--- src/rtl/mc_ctrl_fsm_if.sv ---
// Handshake and datapath-control bundle between the npc control sequencer and
// its memory ports, PC and register file.
interface mc_ctrl_fsm_if #(
  parameter int CNT_W = 64
);
  logic             ifu_req;
  logic             ifu_ack;
  logic [31:0]      inst;
  logic             lsu_req;
  logic             lsu_ack;
  logic             lsu_we;
  logic [31:0]      inst_q;
  logic             pc_we;
  logic             rf_we;
  logic             halt;
  logic             err;
  logic [1:0]       err_code;
  logic [CNT_W-1:0] cycle_cnt;
  logic [CNT_W-1:0] instret_cnt;

  modport master (
    output ifu_req, lsu_req, lsu_we, inst_q, pc_we, rf_we,
           halt, err, err_code, cycle_cnt, instret_cnt,
    input  ifu_ack, inst, lsu_ack
  );

  modport slave (
    input  ifu_req, lsu_req, lsu_we, inst_q, pc_we, rf_we,
           halt, err, err_code, cycle_cnt, instret_cnt,
    output ifu_ack, inst, lsu_ack
  );
endinterface

--- src/rtl/mc_ctrl_fsm.sv ---
// Multi-cycle issue sequencer: fetch, decode, optional data access, retire.
// Adds ebreak halt, illegal-opcode trap, memory watchdog and perf counters.
module mc_ctrl_fsm #(
  parameter int TIMEOUT = 256,
  parameter int CNT_W   = 64,
  parameter int TMO_W   = 16
) (
  input  logic           clk,
  input  logic           rst,
  mc_ctrl_fsm_if.master  bus
);

  typedef enum logic [2:0] {
    S_IDLE, S_FETCH, S_DECODE, S_EXEC, S_MEM, S_WB, S_HALT, S_TRAP
  } state_e;

  localparam logic [6:0]  OP_R      = 7'b0110011;
  localparam logic [6:0]  OP_I      = 7'b0010011;
  localparam logic [6:0]  OP_LOAD   = 7'b0000011;
  localparam logic [6:0]  OP_STORE  = 7'b0100011;
  localparam logic [6:0]  OP_BRANCH = 7'b1100011;
  localparam logic [6:0]  OP_JAL    = 7'b1101111;
  localparam logic [6:0]  OP_JALR   = 7'b1100111;
  localparam logic [6:0]  OP_LUI    = 7'b0110111;
  localparam logic [6:0]  OP_AUIPC  = 7'b0010111;
  localparam logic [6:0]  OP_SYSTEM = 7'b1110011;
  localparam logic [31:0] EBREAK    = 32'h00100073;

  localparam bit             WD_EN  = (TIMEOUT != 0);
  localparam logic [TMO_W-1:0] WD_LIM = TMO_W'((TIMEOUT > 0) ? TIMEOUT - 1 : 0);

  function automatic logic legal_op(input logic [6:0] op);
    case (op)
      OP_R, OP_I, OP_LOAD, OP_STORE, OP_BRANCH,
      OP_JAL, OP_JALR, OP_LUI, OP_AUIPC, OP_SYSTEM: legal_op = 1'b1;
      default:                                      legal_op = 1'b0;
    endcase
  endfunction

  function automatic logic writes_rd(input logic [6:0] op);
    case (op)
      OP_R, OP_I, OP_LOAD, OP_JAL, OP_JALR, OP_LUI, OP_AUIPC: writes_rd = 1'b1;
      default:                                              writes_rd = 1'b0;
    endcase
  endfunction

  state_e           state_q, state_d;
  logic [31:0]      inst_q;
  logic [TMO_W-1:0] wd_q;
  logic             ebreak_q;
  logic             ifu_req_q, lsu_req_q, lsu_we_q, pc_we_q, rf_we_q;
  logic             halt_q, err_q;
  logic [1:0]       err_code_q, err_code_d;
  logic [CNT_W-1:0] cycle_q, instret_q;
  logic [6:0]       opc;
  logic             wd_expired;

  assign opc        = inst_q[6:0];
  assign wd_expired = WD_EN && (wd_q == WD_LIM);

  // An ack arriving on the watchdog's last cycle takes priority over the trap.
  always_comb begin
    state_d    = state_q;
    err_code_d = err_code_q;
    case (state_q)
      S_IDLE:   state_d = S_FETCH;
      S_FETCH: begin
        if (bus.ifu_ack)     state_d = S_DECODE;
        else if (wd_expired) begin
          state_d    = S_TRAP;
          err_code_d = 2'b10;
        end
      end
      S_DECODE: begin
        if (legal_op(opc)) state_d = S_EXEC;
        else begin
          state_d    = S_TRAP;
          err_code_d = 2'b01;
        end
      end
      S_EXEC:   state_d = (opc == OP_LOAD || opc == OP_STORE) ? S_MEM : S_WB;
      S_MEM: begin
        if (bus.lsu_ack)     state_d = S_WB;
        else if (wd_expired) begin
          state_d    = S_TRAP;
          err_code_d = 2'b11;
        end
      end
      S_WB:     state_d = ebreak_q ? S_HALT : S_FETCH;
      S_HALT:   state_d = S_HALT;
      S_TRAP:   state_d = S_TRAP;
      default:  state_d = S_IDLE;
    endcase
  end

  // Outputs are registered from the next state so they track state_q exactly
  // without any combinational input-to-output path.
  always_ff @(posedge clk or posedge rst) begin
    if (rst) begin
      state_q    <= S_IDLE;
      inst_q     <= '0;
      wd_q       <= '0;
      ebreak_q   <= 1'b0;
      ifu_req_q  <= 1'b0;
      lsu_req_q  <= 1'b0;
      lsu_we_q   <= 1'b0;
      pc_we_q    <= 1'b0;
      rf_we_q    <= 1'b0;
      halt_q     <= 1'b0;
      err_q      <= 1'b0;
      err_code_q <= 2'b00;
      cycle_q    <= '0;
      instret_q  <= '0;
    end else begin
      state_q    <= state_d;
      err_code_q <= err_code_d;

      if (state_q == S_FETCH && bus.ifu_ack) inst_q <= bus.inst;
      if (state_q == S_EXEC) ebreak_q <= (inst_q == EBREAK);

      if (state_d != state_q && (state_d == S_FETCH || state_d == S_MEM))
        wd_q <= '0;
      else if ((state_q == S_FETCH && !bus.ifu_ack) ||
               (state_q == S_MEM   && !bus.lsu_ack))
        wd_q <= wd_q + 1'b1;

      ifu_req_q <= (state_d == S_FETCH);
      lsu_req_q <= (state_d == S_MEM);
      lsu_we_q  <= (state_d == S_MEM) && (opc == OP_STORE);
      pc_we_q   <= (state_d == S_WB);
      rf_we_q   <= (state_d == S_WB) && writes_rd(opc);
      halt_q    <= halt_q | (state_d == S_HALT);
      err_q     <= err_q  | (state_d == S_TRAP);

      if (state_q != S_HALT && state_q != S_TRAP) cycle_q <= cycle_q + CNT_W'(1);
      if (state_q == S_WB) instret_q <= instret_q + CNT_W'(1);
    end
  end

  assign bus.ifu_req     = ifu_req_q;
  assign bus.lsu_req     = lsu_req_q;
  assign bus.lsu_we      = lsu_we_q;
  assign bus.inst_q      = inst_q;
  assign bus.pc_we       = pc_we_q;
  assign bus.rf_we       = rf_we_q;
  assign bus.halt        = halt_q;
  assign bus.err         = err_q;
  assign bus.err_code    = err_code_q;
  assign bus.cycle_cnt   = cycle_q;
  assign bus.instret_cnt = instret_q;

endmodule

--- src/flat_wrapper.sv ---
// flat-port wrapper written by rule: the top's interface ports become plain ports
module mc_ctrl_fsm_flat 
#(
  parameter int TIMEOUT = 256,
  parameter int CNT_W   = 64,
  parameter int TMO_W   = 16
)
  (clk, rst, bus_ifu_req, bus_lsu_req, bus_lsu_we, bus_inst_q, bus_pc_we, bus_rf_we, bus_halt, bus_err, bus_err_code, bus_cycle_cnt, bus_instret_cnt, bus_ifu_ack, bus_inst, bus_lsu_ack);
  mc_ctrl_fsm_if #(.CNT_W(CNT_W)) bus_i ();
  input  logic clk;
  input  logic rst;
  output wire logic [$bits(bus_i.ifu_req)-1:0] bus_ifu_req;
  output wire logic [$bits(bus_i.lsu_req)-1:0] bus_lsu_req;
  output wire logic [$bits(bus_i.lsu_we)-1:0] bus_lsu_we;
  output wire logic [$bits(bus_i.inst_q)-1:0] bus_inst_q;
  output wire logic [$bits(bus_i.pc_we)-1:0] bus_pc_we;
  output wire logic [$bits(bus_i.rf_we)-1:0] bus_rf_we;
  output wire logic [$bits(bus_i.halt)-1:0] bus_halt;
  output wire logic [$bits(bus_i.err)-1:0] bus_err;
  output wire logic [$bits(bus_i.err_code)-1:0] bus_err_code;
  output wire logic [$bits(bus_i.cycle_cnt)-1:0] bus_cycle_cnt;
  output wire logic [$bits(bus_i.instret_cnt)-1:0] bus_instret_cnt;
  input wire logic [$bits(bus_i.ifu_ack)-1:0] bus_ifu_ack;
  input wire logic [$bits(bus_i.inst)-1:0] bus_inst;
  input wire logic [$bits(bus_i.lsu_ack)-1:0] bus_lsu_ack;
  assign bus_ifu_req = bus_i.ifu_req;
  assign bus_lsu_req = bus_i.lsu_req;
  assign bus_lsu_we = bus_i.lsu_we;
  assign bus_inst_q = bus_i.inst_q;
  assign bus_pc_we = bus_i.pc_we;
  assign bus_rf_we = bus_i.rf_we;
  assign bus_halt = bus_i.halt;
  assign bus_err = bus_i.err;
  assign bus_err_code = bus_i.err_code;
  assign bus_cycle_cnt = bus_i.cycle_cnt;
  assign bus_instret_cnt = bus_i.instret_cnt;
  assign bus_i.ifu_ack = bus_ifu_ack;
  assign bus_i.inst = bus_inst;
  assign bus_i.lsu_ack = bus_lsu_ack;
  mc_ctrl_fsm #(.TIMEOUT(TIMEOUT), .CNT_W(CNT_W), .TMO_W(TMO_W)) u_core (.clk(clk), .rst(rst), .bus(bus_i));
endmodule
--- config.mk ---
export PLATFORM = sky130hd
export DESIGN_NAME = mc_ctrl_fsm_flat
export DESIGN_NICKNAME = d
export VERILOG_FILES = /design/src/rtl/mc_ctrl_fsm_if.sv /design/src/rtl/mc_ctrl_fsm.sv /design/src/flat_wrapper.sv
export SDC_FILE = /design/constraint.sdc
export NUM_CORES = 1
export LEC_CHECK = 0
export ABC_AREA = 1
export CAP_MARGIN = 40
export CORE_UTILIZATION = 40
export DETAILED_ROUTE_END_ITERATION = 16
export GPL_TIMING_DRIVEN = 0
export PLACE_DENSITY = 0.74
export SYNTH_ARGS = -nofsm -noshare
export SYNTH_HDL_FRONTEND = slang
export SYNTH_SLANG_ARGS = --single-unit
--- constraint.sdc ---
create_clock -name clk -period 5.98 [get_ports clk]
set_input_delay 0.897 -clock clk [delete_from_list [all_inputs] [get_ports clk]]
set_output_delay 0.897 -clock clk [all_outputs]
set_load 0.01 [all_outputs]
==> impl_metrics.json <==
{
  "outcome": "finished clean",
  "path_depth": 10,
  "crit_path_max_fanout": 5,
  "cpMostUsedCell": "nand2_1",
  "crit_buf_inv": 1,
  "start_kind": "flip-flop",
  "worst-endpoint-required_ps": 6310,
  "routedWlPerCell_um": 16.0,
  "rows": 58,
  "crit_family": "simple AND/OR/NAND/NOR gates",
  "overflow": 0,
  "antenna_found_initial": 0,
  "tightest_slew_ps": 786,
  "grtUsageTotal": 0.231,
  "die-area_sq_mm": 0.0265,
  "critPathMaxStageDelay_ps": 450,
  "first_pass_iters": 5,
  "vdd_drop_max_v": 0.000164,
  "vias_per_cell": 5.12,
  "crit_arrival_ps": 2790,
  "design.core.area_sq_mm": 0.0253,
  "p_clk_frac": 0.482,
  "slew_violations": 0,
  "fin_ws_ps": 3510,
  "clock_latency_ps": 440,
  "combPwrFrac": 0.023,
  "rsz0062_at_grt": "false",
  "synthCells": 1296,
  "num_vias": 9560,
  "cts_resized": 0,
  "cts_inserted_buffers": 17,
  "fin_crit_sh": 0.413,
  "fin_hold_ws_ps": 487,
  "hpwl_um": 23500,
  "drc": 0,
  "syn-mean-instance-area_sq_um": 7.99,
  "cts-root-buf": "clkbuf_16",
  "powerDensity_mw_per_mm2": 190,
  "regArea_sq_mm": 0.00473,
  "yosysWarningCount": 0,
  "ys_types": 40,
  "grt_max_degree": 40,
  "p_sw_frac": 0.215,
  "syn2layout_area_growth_pct": 31.0,
  "num_antenna_cells": 0,
  "pre_cts_ws_ps": 3390,
  "p_total_mw": 2.58,
  "gp_congestion": 0.948,
  "cts.clk_slew.worst_paths_ps": 70,
  "layout_commonest_cell": "nand2_1",
  "synth-edff-count": 0,
  "hold_buffers": 0,
  "drv_cap": 0,
  "hold_viol": 0,
  "drtIter0Drc": 793,
  "first_global_vias": 9145,
  "p_seq_frac": 0.496,
  "start_util": 0.409,
  "tns_ps": 0,
  "clock.fmax_ghz": 0.405,
  "synthesis.area_sq_mm": 0.0104,
  "cts_max_path_buffers": 2,
  "finClkSkew_ps": 21.0,
  "slowest_stage": "dfrtp_1",
  "relSlewSlack": 0.471,
  "totalWireLength_um": 30000,
  "holdPathStages": 1,
  "synth-seq-area-share": 0.457,
  "fill_cells": 2346,
  "clkSinkCount": 189,
  "intPower_mw": 2.02,
  "setup_violations": 0,
  "hold_path.class": "flip-flop to flip-flop",
  "synth_fp_nets": 1335,
  "cts_tree": "done",
  "htreeDepth": 4,
  "pin_count": 205,
  "fin_crit_ps": 2470,
  "ys.flop_type": "dfrtp_1",
  "drive_gt1_frac": 0.0826,
  "die_x_um": 163,
  "p_sw_mw": 0.553,
  "ff2ff_path_depth": 10,
  "cp-end-kind": "flip-flop",
  "nNetsFinal": 1564,
  "p_leak_nw": 5.95,
  "layout_common_cells": "nand2_1 (329), clkdlybuf4s50_1 (204), nor2_1 (196), dfrtp_1 (189), inv_1 (122)",
  "grt_pass1_wl_um": 48200,
  "fp.dieH_um": 163,
  "cts_setup_buffers": 0,
  "cp_cell_sequence": "ha_1 > nand3_1 > nor3_2 > inv_1 > nor3_1 > nand4_1 > nor2_2 > nand2_1 > nand2_1 > nand2_1",
  "multi_input_area_sq_mm": 0.00505,
  "synth_seq_cells": 189,
  "detail-route-antenna-nets": 0,
  "path_class": "flip-flop to flip-flop",
  "portBuffers": 204,
  "synth-async-reset-ratio": 1.00
}
## through the flow
| stage | cell area, sq um | cells | util |
|---|---|---|---|
| after floorplan | 10400 | 1296 | - |
| after global placement | 12800 | 1830 | 0.506 |
| after detailed placement | 12900 | 1836 | 0.511 |
| after CTS | 13600 | 1868 | 0.536 |
| after global routing | 13600 | 1868 | 0.536 |
| final | 13600 | 1868 | 0.536 |
## layout make-up
type / instances / area share
multi-input cells: 960 / 0.372
flip-flops and latches: 189 / 0.348
repair buffers: 210 / 0.160
inverters: 133 / 0.0372
clock buffers: 20 / 0.0329
well taps: 330 / 0.0304
clock inverters: 12 / 0.0134
plain buffers: 14 / 0.00572
## per-layer routing
layer,GRT usage,routed length (um),vias up
met5,0,0,-
li1,-,-,4628
met3,0.0413,2030,40
met1,0.331,13900,4525
met4,0.0697,656,0
met2,0.355,13400,367
## registers in the layout (all words and copies together), names as in the netlist, 2 cells and up
name                    cells
u_core.bus.cycle_cnt       64
u_core.bus.instret_cnt     64
u_core.bus.inst_q          32
u_core.wd_q                16
u_core.state_q              3
u_core.bus.err_code         2
## Yosys cell counts (all sizes together) (3+ instances only)
cell type / number / area [sq um]
nand2: 333 / 1260
nor2: 221 / 921
dfrtp: 189 / 4730
inv: 133 / 502
nand3: 78 / 400
xor2: 73 / 639
nor3: 60 / 337
nand4: 48 / 307
xnor2: 43 / 377
o21ai: 29 / 156
mux2: 28 / 315
nor4: 13 / 87.6
nand3b: 10 / 75.1
buf: 9 / 58.8
a21oi: 7 / 35.0
clkbuf: 5 / 18.8
nor3b: 5 / 37.5
a31o: 3 / 26.3
and2: 3 / 18.8
ha: 3 / 37.5
## power by group through the flow
stage / logic [mW] / registers, mW / clock network, mW
floorplan: 0.0193 / 1.30 / 0
global placement: 0.0493 / 1.30 / 0
detailed placement: 0.0613 / 1.30 / 0
CTS: 0.0614 / 1.28 / 1.27
global route: 0.0665 / 1.28 / 1.32
finish: 0.0589 / 1.28 / 1.24
## path summary, 6_finish.rpt
kind / startpoint / to / slack, ps
min in group asynchronous: rst / u_core.bus.instret_cnt[56]$_DFFE_PP0N_ / 830
worst min register to register: u_core.bus.err$_DFF_PP0_ / u_core.bus.err$_DFF_PP0_ / 490
max in group asynchronous: rst / u_core.bus.cycle_cnt[40]$_DFFE_PP0P_ / 4220
worst max register to register: u_core.bus.cycle_cnt[0]$_DFFE_PP0P_ / u_core.bus.cycle_cnt[52]$_DFFE_PP0P_ / 3510
worst max-delay path: u_core.bus.cycle_cnt[0]$_DFFE_PP0P_ / u_core.bus.cycle_cnt[52]$_DFFE_PP0P_ / 3510
worst min-delay path: u_core.bus.err$_DFF_PP0_ / u_core.bus.err$_DFF_PP0_ / 490
## kinds of logic after synthesis
kind of cell    after synthesis  synth area share
compound gates               41            0.0223
xor+xnor                    116            0.0981
fa+ha+maj                     3           0.00362
buf+inv                     147            0.0559
flops                       189             0.457
mux                          28            0.0304
simple gates                772             0.333
Power figures use the tool's default switching activity.
